### config.mk
export PLATFORM = sky130hd
export DESIGN_NAME = depacketizer
export DESIGN_NICKNAME = d
export VERILOG_FILES = /design/src/rtl/depacketizer.sv
export SDC_FILE = /design/constraint.sdc
export NUM_CORES = 1
export LEC_CHECK = 0
export BUFFER_PORTS_ARGS = -buffer_cell sky130_fd_sc_hd__buf_2
export CELL_PAD_IN_SITES_DETAIL_PLACEMENT = 0
export CELL_PAD_IN_SITES_GLOBAL_PLACEMENT = 1
export CORE_UTILIZATION = 52
export CTS_CLUSTER_DIAMETER = 40
export DETAILED_ROUTE_END_ITERATION = 8
export HOLD_SLACK_MARGIN = 0.02
export PLACE_DENSITY = 0.92
export SYNTH_ARGS = -nofsm -noshare
export SYNTH_HDL_FRONTEND = slang
export SYNTH_SLANG_ARGS = --single-unit
### constraint.sdc
create_clock -name clk -period 20.2 [get_ports clk]
set_input_delay 3.03 -clock clk [delete_from_list [all_inputs] [get_ports clk]]
set_output_delay 3.03 -clock clk [all_outputs]
set_load 0.02 [all_outputs]
### src/rtl/depacketizer.sv
// Receive-side deframer: hunts the 48-bit sync word, parses the modulation byte
// and length field, then forwards exactly the payload symbols as an AXIS packet.
module depacketizer #(
  parameter int          SYNC_MAX_ERR = 2,
  parameter logic [15:0] MAX_LEN      = 16'd8192
) (
  input  logic        clk,
  input  logic        rst_n,
  input  logic        clk_enable,
  input  logic        enable,
  input  logic [1:0]  in_tdata,
  input  logic        in_tvalid,
  output logic        in_tready,
  output logic [1:0]  out_tdata,
  output logic        out_tvalid,
  input  logic        out_tready,
  output logic        out_tlast,
  output logic        out_tuser,
  output logic [15:0] pld_len,
  output logic        is_bpsk,
  output logic        hdr_ok,
  output logic        hdr_err,
  output logic        pkt_done,
  output logic        busy
);
  typedef enum logic [1:0] {SEARCH, HDR, PLD} state_t;
  localparam logic [47:0] SYNC = 48'h5555_AAAA_AAAA;

  state_t      state;
  logic [47:0] sreg;
  logic [5:0]  hdr_cnt;
  logic [3:0]  mod_cnt;
  logic [15:0] pld_syms;
  logic [15:0] pld_cnt;

  logic        accept;
  logic        xfer;
  logic [47:0] window;
  logic        sync_hit;
  logic        hdr_bpsk;
  logic        hdr_bad;
  logic        last_sym;

  always_comb begin
    in_tready = 1'b0;
    if (clk_enable) in_tready = (state == PLD) ? (out_tready || !out_tvalid) : 1'b1;
  end

  assign accept   = in_tvalid && in_tready;
  assign xfer     = out_tvalid && out_tready;
  assign window   = {sreg[46:0], in_tdata[0]};
  assign sync_hit = ($countones(window ^ SYNC) <= SYNC_MAX_ERR);
  assign hdr_bpsk = (mod_cnt >= 4'd5);
  assign hdr_bad  = (mod_cnt == 4'd4) || (pld_len == 16'd0) || (pld_len > MAX_LEN) ||
                    (!hdr_bpsk && pld_len[0]);
  assign last_sym = (pld_cnt == pld_syms - 16'd1);
  assign busy     = (state != SEARCH);
  // An abort (enable low) drops the pending beat, so it never completes a packet.
  assign pkt_done = rst_n && clk_enable && enable && xfer && out_tlast;

  always_ff @(posedge clk) begin
    if (!rst_n) begin
      state      <= SEARCH;
      sreg       <= '0;
      hdr_cnt    <= '0;
      mod_cnt    <= '0;
      pld_syms   <= '0;
      pld_cnt    <= '0;
      pld_len    <= '0;
      is_bpsk    <= 1'b0;
      hdr_ok     <= 1'b0;
      hdr_err    <= 1'b0;
      out_tdata  <= '0;
      out_tvalid <= 1'b0;
      out_tlast  <= 1'b0;
      out_tuser  <= 1'b0;
    end else if (clk_enable) begin
      hdr_ok  <= 1'b0;
      hdr_err <= 1'b0;
      if (!enable) begin
        state      <= SEARCH;
        sreg       <= '0;
        out_tvalid <= 1'b0;
        out_tlast  <= 1'b0;
      end else begin
        case (state)
          SEARCH: begin
            if (xfer) begin
              out_tvalid <= 1'b0;
              out_tlast  <= 1'b0;
            end
            // No relock while the previous packet's last beat is still pending.
            if (accept) begin
              if (sync_hit && !out_tvalid) begin
                state   <= HDR;
                hdr_cnt <= '0;
                mod_cnt <= '0;
                sreg    <= '0;
              end else begin
                sreg <= window;
              end
            end
          end
          HDR: begin
            if (accept) begin
              hdr_cnt <= hdr_cnt + 6'd1;
              if (hdr_cnt < 6'd8) begin
                if (in_tdata[0] == ~hdr_cnt[0]) mod_cnt <= mod_cnt + 4'd1;
              end else if (hdr_cnt < 6'd24) begin
                pld_len <= {pld_len[14:0], in_tdata[0]};
              end
              if (hdr_cnt == 6'd63) begin
                if (hdr_bad) begin
                  hdr_err <= 1'b1;
                  state   <= SEARCH;
                  sreg    <= '0;
                end else begin
                  hdr_ok   <= 1'b1;
                  is_bpsk  <= hdr_bpsk;
                  pld_syms <= hdr_bpsk ? pld_len : {1'b0, pld_len[15:1]};
                  pld_cnt  <= '0;
                  state    <= PLD;
                end
              end
            end
          end
          PLD: begin
            if (accept) begin
              out_tdata  <= is_bpsk ? {1'b0, in_tdata[0]} : in_tdata;
              out_tvalid <= 1'b1;
              out_tuser  <= is_bpsk;
              out_tlast  <= last_sym;
              pld_cnt    <= pld_cnt + 16'd1;
              if (last_sym) state <= SEARCH;
            end else if (out_tready) begin
              out_tvalid <= 1'b0;
              out_tlast  <= 1'b0;
            end
          end
          default: state <= SEARCH;
        endcase
      end
    end
  end
endmodule

==> results.cfg, run 1 <==
[worst_setup_path]
critPathMaxFanout = 5
endpoint_kind = flop
crit_top_cell = fa_1
rr_worst_depth = 21
cp.arrival_ns = 8.89
crit_slowest_cell = fa_1
startpoint_type = primary input
required_ns = 20.54
max_stage_delay_ns = 0.57
path_cells = buf_2 > fa_1 > inv_1 > fa_1 > fa_1 > inv_1 > fa_1 > fa_1 > fa_1 > inv_1 > fa_1 > inv_1 > ha_1 > inv_1 > fa_1 > nand2b_1 > nand4b_1 > nor3_2 > o21ai_0 > or3_1 > a21oi_1
crit_type = in -> reg

[grt]
grt_pass1_vias = 5462
grt_antenna_before_repair = 0
grt_pass1_wl_mm = 26.8
grt_start_max_net_pins = 90
grt_overflow_total = 0
grt.total_usage_pct = 23.7

[timing]
slew_viol_final = 0
hold_viol_final = 0
worst_slew_pin_slew_ns = 1.21
max_freq_mhz = 117
tns_ns = 0
setup_viol = 0
rsz0062_at_grt = false
timing.final.crit_share_pct = 42.3
setup_slack_ns = 11.65
clock_skew_ns = 0.00876
max_slew_margin_pct = 18.8
period_minus_slack_ns = 8.55

[synth]
synthesis.nets = 851
synth_top_family_by_area = compound AO/OA/AOI/OAI gates
yosys.area_share.simple_pct = 17.0
synthFlopType = dfxtp_1
netlist_instances = 787
synth_seq_cells = 115
yosysWarnings = 0
syn_avg_cell_area_um2 = 8.95
async_flop_share_pct = 0
ys_seq_area_share_pct = 32.7
synth_xor_area_share_pct = 4.48
synth_cell_types = 67
netlist_area_um2 = 7040
yosys.area_share.adder_pct = 14.1
synth_mux_area_share_pct = 4.41
synth_compound_gate_area_share_pct = 19.0
synth_edf_count = 0

[route]
drc = 0
top_layer = met4
dr.pass1.iters = 5
drt_iter0_markers = 425
wl_per_cell_um = 16.1
wl_met2_mm = 7.36
via_per_inst = 5.88
drt-total-wl_mm = 15.7
met1Wirelength_mm = 7.30
num_vias = 5725
met3WireLength_um = 694
ant_nets = 0

[clock_network]
ctsResizeCount = 0
clock_latency_ns = 0.42
post_cts_buffers = 0
clk_pin_slew_ns = 0.06
root_buffer = clkbuf_16
ctsHoldBuffers = 0
h-tree-depth = 4
cts_buffer_depth = 2
cts_tree = yes
clock-sinks = 115
cts_inserted_buffers = 17

[run_status]
status = complete, no violations

[place]
dpl.hpwl_mm = 10.7
preCtsSetupSlack_ns = 11.24
io_buffers = 34
gp_congestion = 0.822

[die]
initial_core_util_pct = 53.2
ios = 35
die-width_um = 118
fp.dieArea_um2 = 14000
core_area_um2 = 13200
die_h_um = 118
std_cell_rows = 42

[layout]
n_fill_cell = 1170
multiInputGateArea_um2 = 4170
area_growth_pct = 11.1
diodes = 0
drive_gt1_share_pct = 13.2
nets = 849
register_area_um2 = 2300

[power]
power.share.clock_pct = 55.1
seqPwrFrac_pct = 40.1
power_w = 0.000566
switching_share_pct = 22.2
power_frac_comb_pct = 4.8
power.internal_w = 0.000441
peakVddDrop_uv = 58.7
p_leak_nw = 3.08
p_per_area_nw_per_um2 = 72.4
p_sw_w = 0.000126

[run]
maxCapViolations = 0

[min_path]
hold_depth = 2
hp-class = reg -> reg
-- through the flow --
stage | util [%] | hold slack [ns] | instances | area [um^2]
finish | 59.1 | 0.449 | 973 | 7820
global placement | 54.4 | 0.441 | 942 | 7210
CTS | 59.1 | 0.452 | 973 | 7820
floorplan | - | 0.457 | 787 | 7040
detailed placement | 54.4 | 0.445 | 942 | 7210
global route | 59.1 | 0.496 | 973 | 7820
-- final timing paths --
kind                                   from         end  slack [ns]
worst min-delay path              out_tuser   out_tuser        0.45
worst max-delay path            in_tdata[0]  mod_cnt[1]       11.65
worst min register to register    out_tuser   out_tuser        0.45
worst max register to register     sreg[10]  mod_cnt[1]       14.04
-- power groups by stage --
stage	sequential (W)	clock [W]	combinational (W)
after floorplan	0.000232	0	0.0000199
after global placement	0.000232	0	0.0000261
after detailed placement	0.000232	0	0.0000269
after CTS	0.000227	0.000315	0.0000271
after global routing	0.000227	0.000326	0.0000304
final	0.000227	0.000312	0.0000270
-- state kept, by name (all words and copies together), names as in the netlist --
name and count:
sreg 47, pld_cnt 16, pld_len 16, pld_syms 16
hdr_cnt 6, mod_cnt 4, out_tdata 2, state 2
hdr_err 1, hdr_ok 1, is_bpsk 1, out_tlast 1
out_tuser 1, out_tvalid 1
-- critical path: cells and delay by family --
kind            cells  cell delay [ns]
buf+inv             6             0.44
compound gates      2             0.37
fa+ha+maj           9             4.12
simple gates        4             0.92
-- synth_stat cells, types with 4 or more instances --
master / n / area share [%]
or3_1: 4 / 0.36
buf_2: 11 / 0.78
inv_1: 80 / 4.3
nand4_1: 5 / 0.44
xor2_1: 15 / 1.9
and3_1: 9 / 0.80
clkbuf_1: 37 / 2.0
a2111o_1: 8 / 1.3
xnor2_1: 21 / 2.6
a211oi_2: 13 / 2.3
buf_1: 5 / 0.27
o21ai_0: 9 / 0.64
o211ai_1: 53 / 5.6
nand3_1: 59 / 4.2
nor3_1: 11 / 0.78
o2111ai_1: 8 / 0.99
a21oi_1: 58 / 4.1
a211oi_1: 5 / 0.53
nand4b_1: 4 / 0.50
nor2_1: 59 / 3.1
buf_6: 4 / 0.64
buf_4: 4 / 0.43
ha_1: 17 / 3.0
dfxtp_1: 115 / 33
mux2i_1: 31 / 4.4
nor4_1: 8 / 0.71
nand2_1: 38 / 2.0
fa_1: 39 / 11
nand2b_1: 5 / 0.44
-- final cells by class --
cell class | count | area share [%]
timing repair buffer | 40 | 2.75
tap | 176 | 2.82
multi-input combinational | 530 | 53.3
sequential | 115 | 29.4
inverter | 81 | 3.89
clock buffer | 23 | 6.24
clock inverter | 8 | 1.60
-- per-layer routing --
metal	GRT usage [%]	up-vias
met5	0	-
met4	9.26	0
met3	5.50	34
met2	36.2	143
met1	32.5	2803
li1	-	2745
-- cell families (layout without fill, tap and decap cells) --
kind of cell | after synthesis | in the layout
AOI/OAI and AO/OA | 179 | 179
buffers and inverters | 142 | 152
xor gates and xnor gates | 36 | 36
and+or+nand+nor | 228 | 228
DFF | 115 | 115
muxes | 31 | 31
adders and majority gates | 56 | 56
-- cells in the final DEF (no fill, tap or decap), drive strengths merged, types with 3 or more instances in the layout --
| cell | Yosys | final |
|---|---|---|
| nand2 | 38 | 38 |
| a211oi | 18 | 18 |
| xor2 | 15 | 15 |
| o211ai | 53 | 53 |
| a21oi | 59 | 59 |
| o21a | 3 | 3 |
| nand2b | 5 | 5 |
| a21boi | 3 | 3 |
| xnor2 | 21 | 21 |
| dfxtp | 115 | 115 |
| nor2 | 59 | 59 |
| o2111ai | 8 | 8 |
| clkbuf | 37 | 23 |
| bufinv | 0 | 3 |
| ha | 17 | 17 |
| fa | 39 | 39 |
| nor4 | 9 | 9 |
| or3 | 5 | 5 |
| clkinv | 0 | 4 |
| a2111o | 8 | 8 |
| nand4b | 4 | 4 |
| buf | 24 | 40 |
| and3 | 9 | 9 |
| nand3 | 60 | 60 |
| or2 | 5 | 5 |
| nand4 | 5 | 5 |
| nor3 | 13 | 13 |
| o21ai | 9 | 9 |
| and3b | 3 | 3 |
| mux2i | 31 | 31 |
| nor3b | 4 | 4 |
| inv | 81 | 81 |
Note: power is estimated with default switching activity, not from simulation.
==> inputs of run 2 (changes only) <==
--- a/config.mk
+++ b/config.mk
@@ -8,11 +8,11 @@
 export BUFFER_PORTS_ARGS = -buffer_cell sky130_fd_sc_hd__buf_2
 export CELL_PAD_IN_SITES_DETAIL_PLACEMENT = 0
 export CELL_PAD_IN_SITES_GLOBAL_PLACEMENT = 1
-export CORE_UTILIZATION = 52
+export CORE_UTILIZATION = 43
 export CTS_CLUSTER_DIAMETER = 40
 export DETAILED_ROUTE_END_ITERATION = 8
 export HOLD_SLACK_MARGIN = 0.02
-export PLACE_DENSITY = 0.92
+export PLACE_DENSITY = 0.82
 export SYNTH_ARGS = -nofsm -noshare
 export SYNTH_HDL_FRONTEND = slang
 export SYNTH_SLANG_ARGS = --single-unit
==> constraint.sdc (replaced) <==
create_clock -name clk -period 7.75 [get_ports clk]
set_input_delay 1.1625 -clock clk [delete_from_list [all_inputs] [get_ports clk]]
set_output_delay 1.1625 -clock clk [all_outputs]
set_load 0.02 [all_outputs]
==> run 2 against run 1 <==
Sequential cell count is the same. Critical path depth is the same. Global-route usage shrank 3.1 points. Core utilization shrank 9.7 points. Worst hold slack gained 0.0052 ns. Die area grew 21%. Worst setup slack lost 11 ns. Power grew to 2.6 times the previous value. Critical endpoint is now mod_cnt[0]. Highest routed layer unchanged.
==> results.cfg, run 2 (synthesis results as in run 1) <==
[run_status]
status = complete, no violations

[worst_setup_path]
crit_slowest_cell = fa_1
critPathBufInv = 6
crit_type = in -> reg
endpoint_kind = flop
required_ns = 8.09
path_cells = buf_2 > fa_1 > inv_1 > fa_1 > fa_1 > inv_1 > fa_1 > fa_1 > fa_1 > inv_1 > fa_1 > inv_1 > ha_1 > inv_1 > fa_1 > a211oi_1 > nor2b_1 > nor3_2 > o21ai_0 > or3_1 > a21oi_1
startpoint_type = primary input
cp.arrival_ns = 7.01
critPathMaxFanout = 5
ff2ff_setup_slack_ns = 1.58
crit_top_cell = fa_1
crit_family = adder cells
max_stage_delay_ns = 0.56

[clock_network]
clock_latency_ns = 0.42
h-tree-depth = 4
cts_tree = yes
clk_pin_slew_ns = 0.06
ctsResizeCount = 0
clock-sinks = 115
cts_inserted_buffers = 17
root_buffer = clkbuf_16
ctsHoldBuffers = 0
post_cts_buffers = 0
cts_buffer_depth = 2

[timing]
tns_ns = 0
worst_slew_pin_slew_ns = 1.24
setup_viol = 0
slew_viol_final = 0
clock_skew_ns = 0.00869
hold_viol_final = 0
rsz0062_at_grt = false
max_freq_mhz = 150
timing.final.crit_share_pct = 86.1
max_slew_margin_pct = 17.3
period_minus_slack_ns = 6.67
setup_slack_ns = 1.08

[route]
dr.pass1.iters = 5
drt-total-wl_mm = 16.1
wl_per_cell_um = 15.9
ant_nets = 0
via_per_inst = 5.60
drt_iter0_markers = 314
num_vias = 5678
drc = 0

[grt]
grt.total_usage_pct = 20.7
grt_start_max_net_pins = 91
grt_overflow_total = 0
grt_pass1_vias = 5492
grt_antenna_before_repair = 0
grt_pass1_wl_mm = 27.4

[die]
ios = 35
die-width_um = 130
die_h_um = 130
core_area_um2 = 15900
initial_core_util_pct = 44.2
std_cell_rows = 46
fp.dieArea_um2 = 16900

[place]
preCtsSetupSlack_ns = 0.661
dp.cells = 982
postPlaceCellArea_um2 = 7260
gp_congestion = 0.831
io_buffers = 34
dpl.hpwl_mm = 11.1

[power]
p_per_area_nw_per_um2 = 190
p_leak_nw = 3.08
peakVddDrop_uv = 171

[layout]
final_cells = 1014
diodes = 0
regMostFlops = sreg
mostFrequentLayoutCells = dfxtp_1 (115), inv_1 (80), nor2_1 (59), nand3_1 (59), a21oi_1 (58)
largest_reg_flops = 47
layout_commonest_cell = dfxtp_1
drive_gt1_share_pct = 13.2
n_fill_cell = 1513
fin_area_um2 = 7880
nets = 849
area_growth_pct = 11.9

[run]
maxCapViolations = 0

[min_path]
hp-class = reg -> reg
-- run 2: report_power, final --
part	internal, W	switching (W)	total [W]
Clock	0.000552	0.000279	0.000831
Sequential	0.000592	0.000000438	0.000592
Combinational	0.0000191	0.0000516	0.0000707
-- run 2: worst reg2reg max path, stage by stage, from the launching register on --
cell	delay, ns
dfxtp_1	0.36
inv_1	0.09
fa_1	0.50
fa_1	0.49
inv_1	0.06
fa_1	0.49
inv_1	0.05
fa_1	0.54
fa_1	0.47
fa_1	0.52
inv_1	0.05
fa_1	0.43
inv_1	0.07
ha_1	0.16
inv_1	0.06
fa_1	0.38
a211oi_1	0.24
nor2b_1	0.11
nor3_2	0.32
o21ai_0	0.24
or3_1	0.35
a21oi_1	0.14
-- run 2: layout make-up --
| class | count | area [um^2] | share of cell area (%) |
|---|---|---|---|
| Multi-Input combinational cell | 530 | 4170 | 52.9 |
| Sequential cell | 115 | 2300 | 29.2 |
| Clock buffer | 22 | 464 | 5.89 |
| Inverter | 81 | 304 | 3.86 |
| Tap cell | 216 | 270 | 3.43 |
| Timing Repair Buffer | 40 | 215 | 2.73 |
| Clock inverter | 10 | 155 | 1.97 |
-- run 2: final timing paths --
check,start,end,cells after the start
setup / recovery,in_tdata[0],mod_cnt[0],21
hold / removal,out_tuser,out_tuser,2
setup reg to reg,sreg[10],mod_cnt[0],21
hold reg to reg,out_tuser,out_tuser,2
-- run 2: through the flow --
| stage | total power, W | hold slack (ns) | util [%] |
|---|---|---|---|
| after global routing | 0.00155 | 0.481 | 49.4 |
| after global placement | 0.000673 | 0.444 | 45.5 |
| after floorplan | 0.000657 | 0.457 | - |
| after CTS | 0.00151 | 0.459 | 49.4 |
| after detailed placement | 0.000676 | 0.452 | 45.5 |
| final | 0.00149 | 0.454 | 49.4 |
-- run 2: metal layers --
layer / global-route usage, % / vias up / wire [um]
met2: 33.6 / 114 / 7700
met1: 27.3 / 2810 / 7540
li1: - / 2742 / -
met4: 6.77 / 0 / 195
met3: 4.47 / 12 / 642
met5: 0 / - / 0
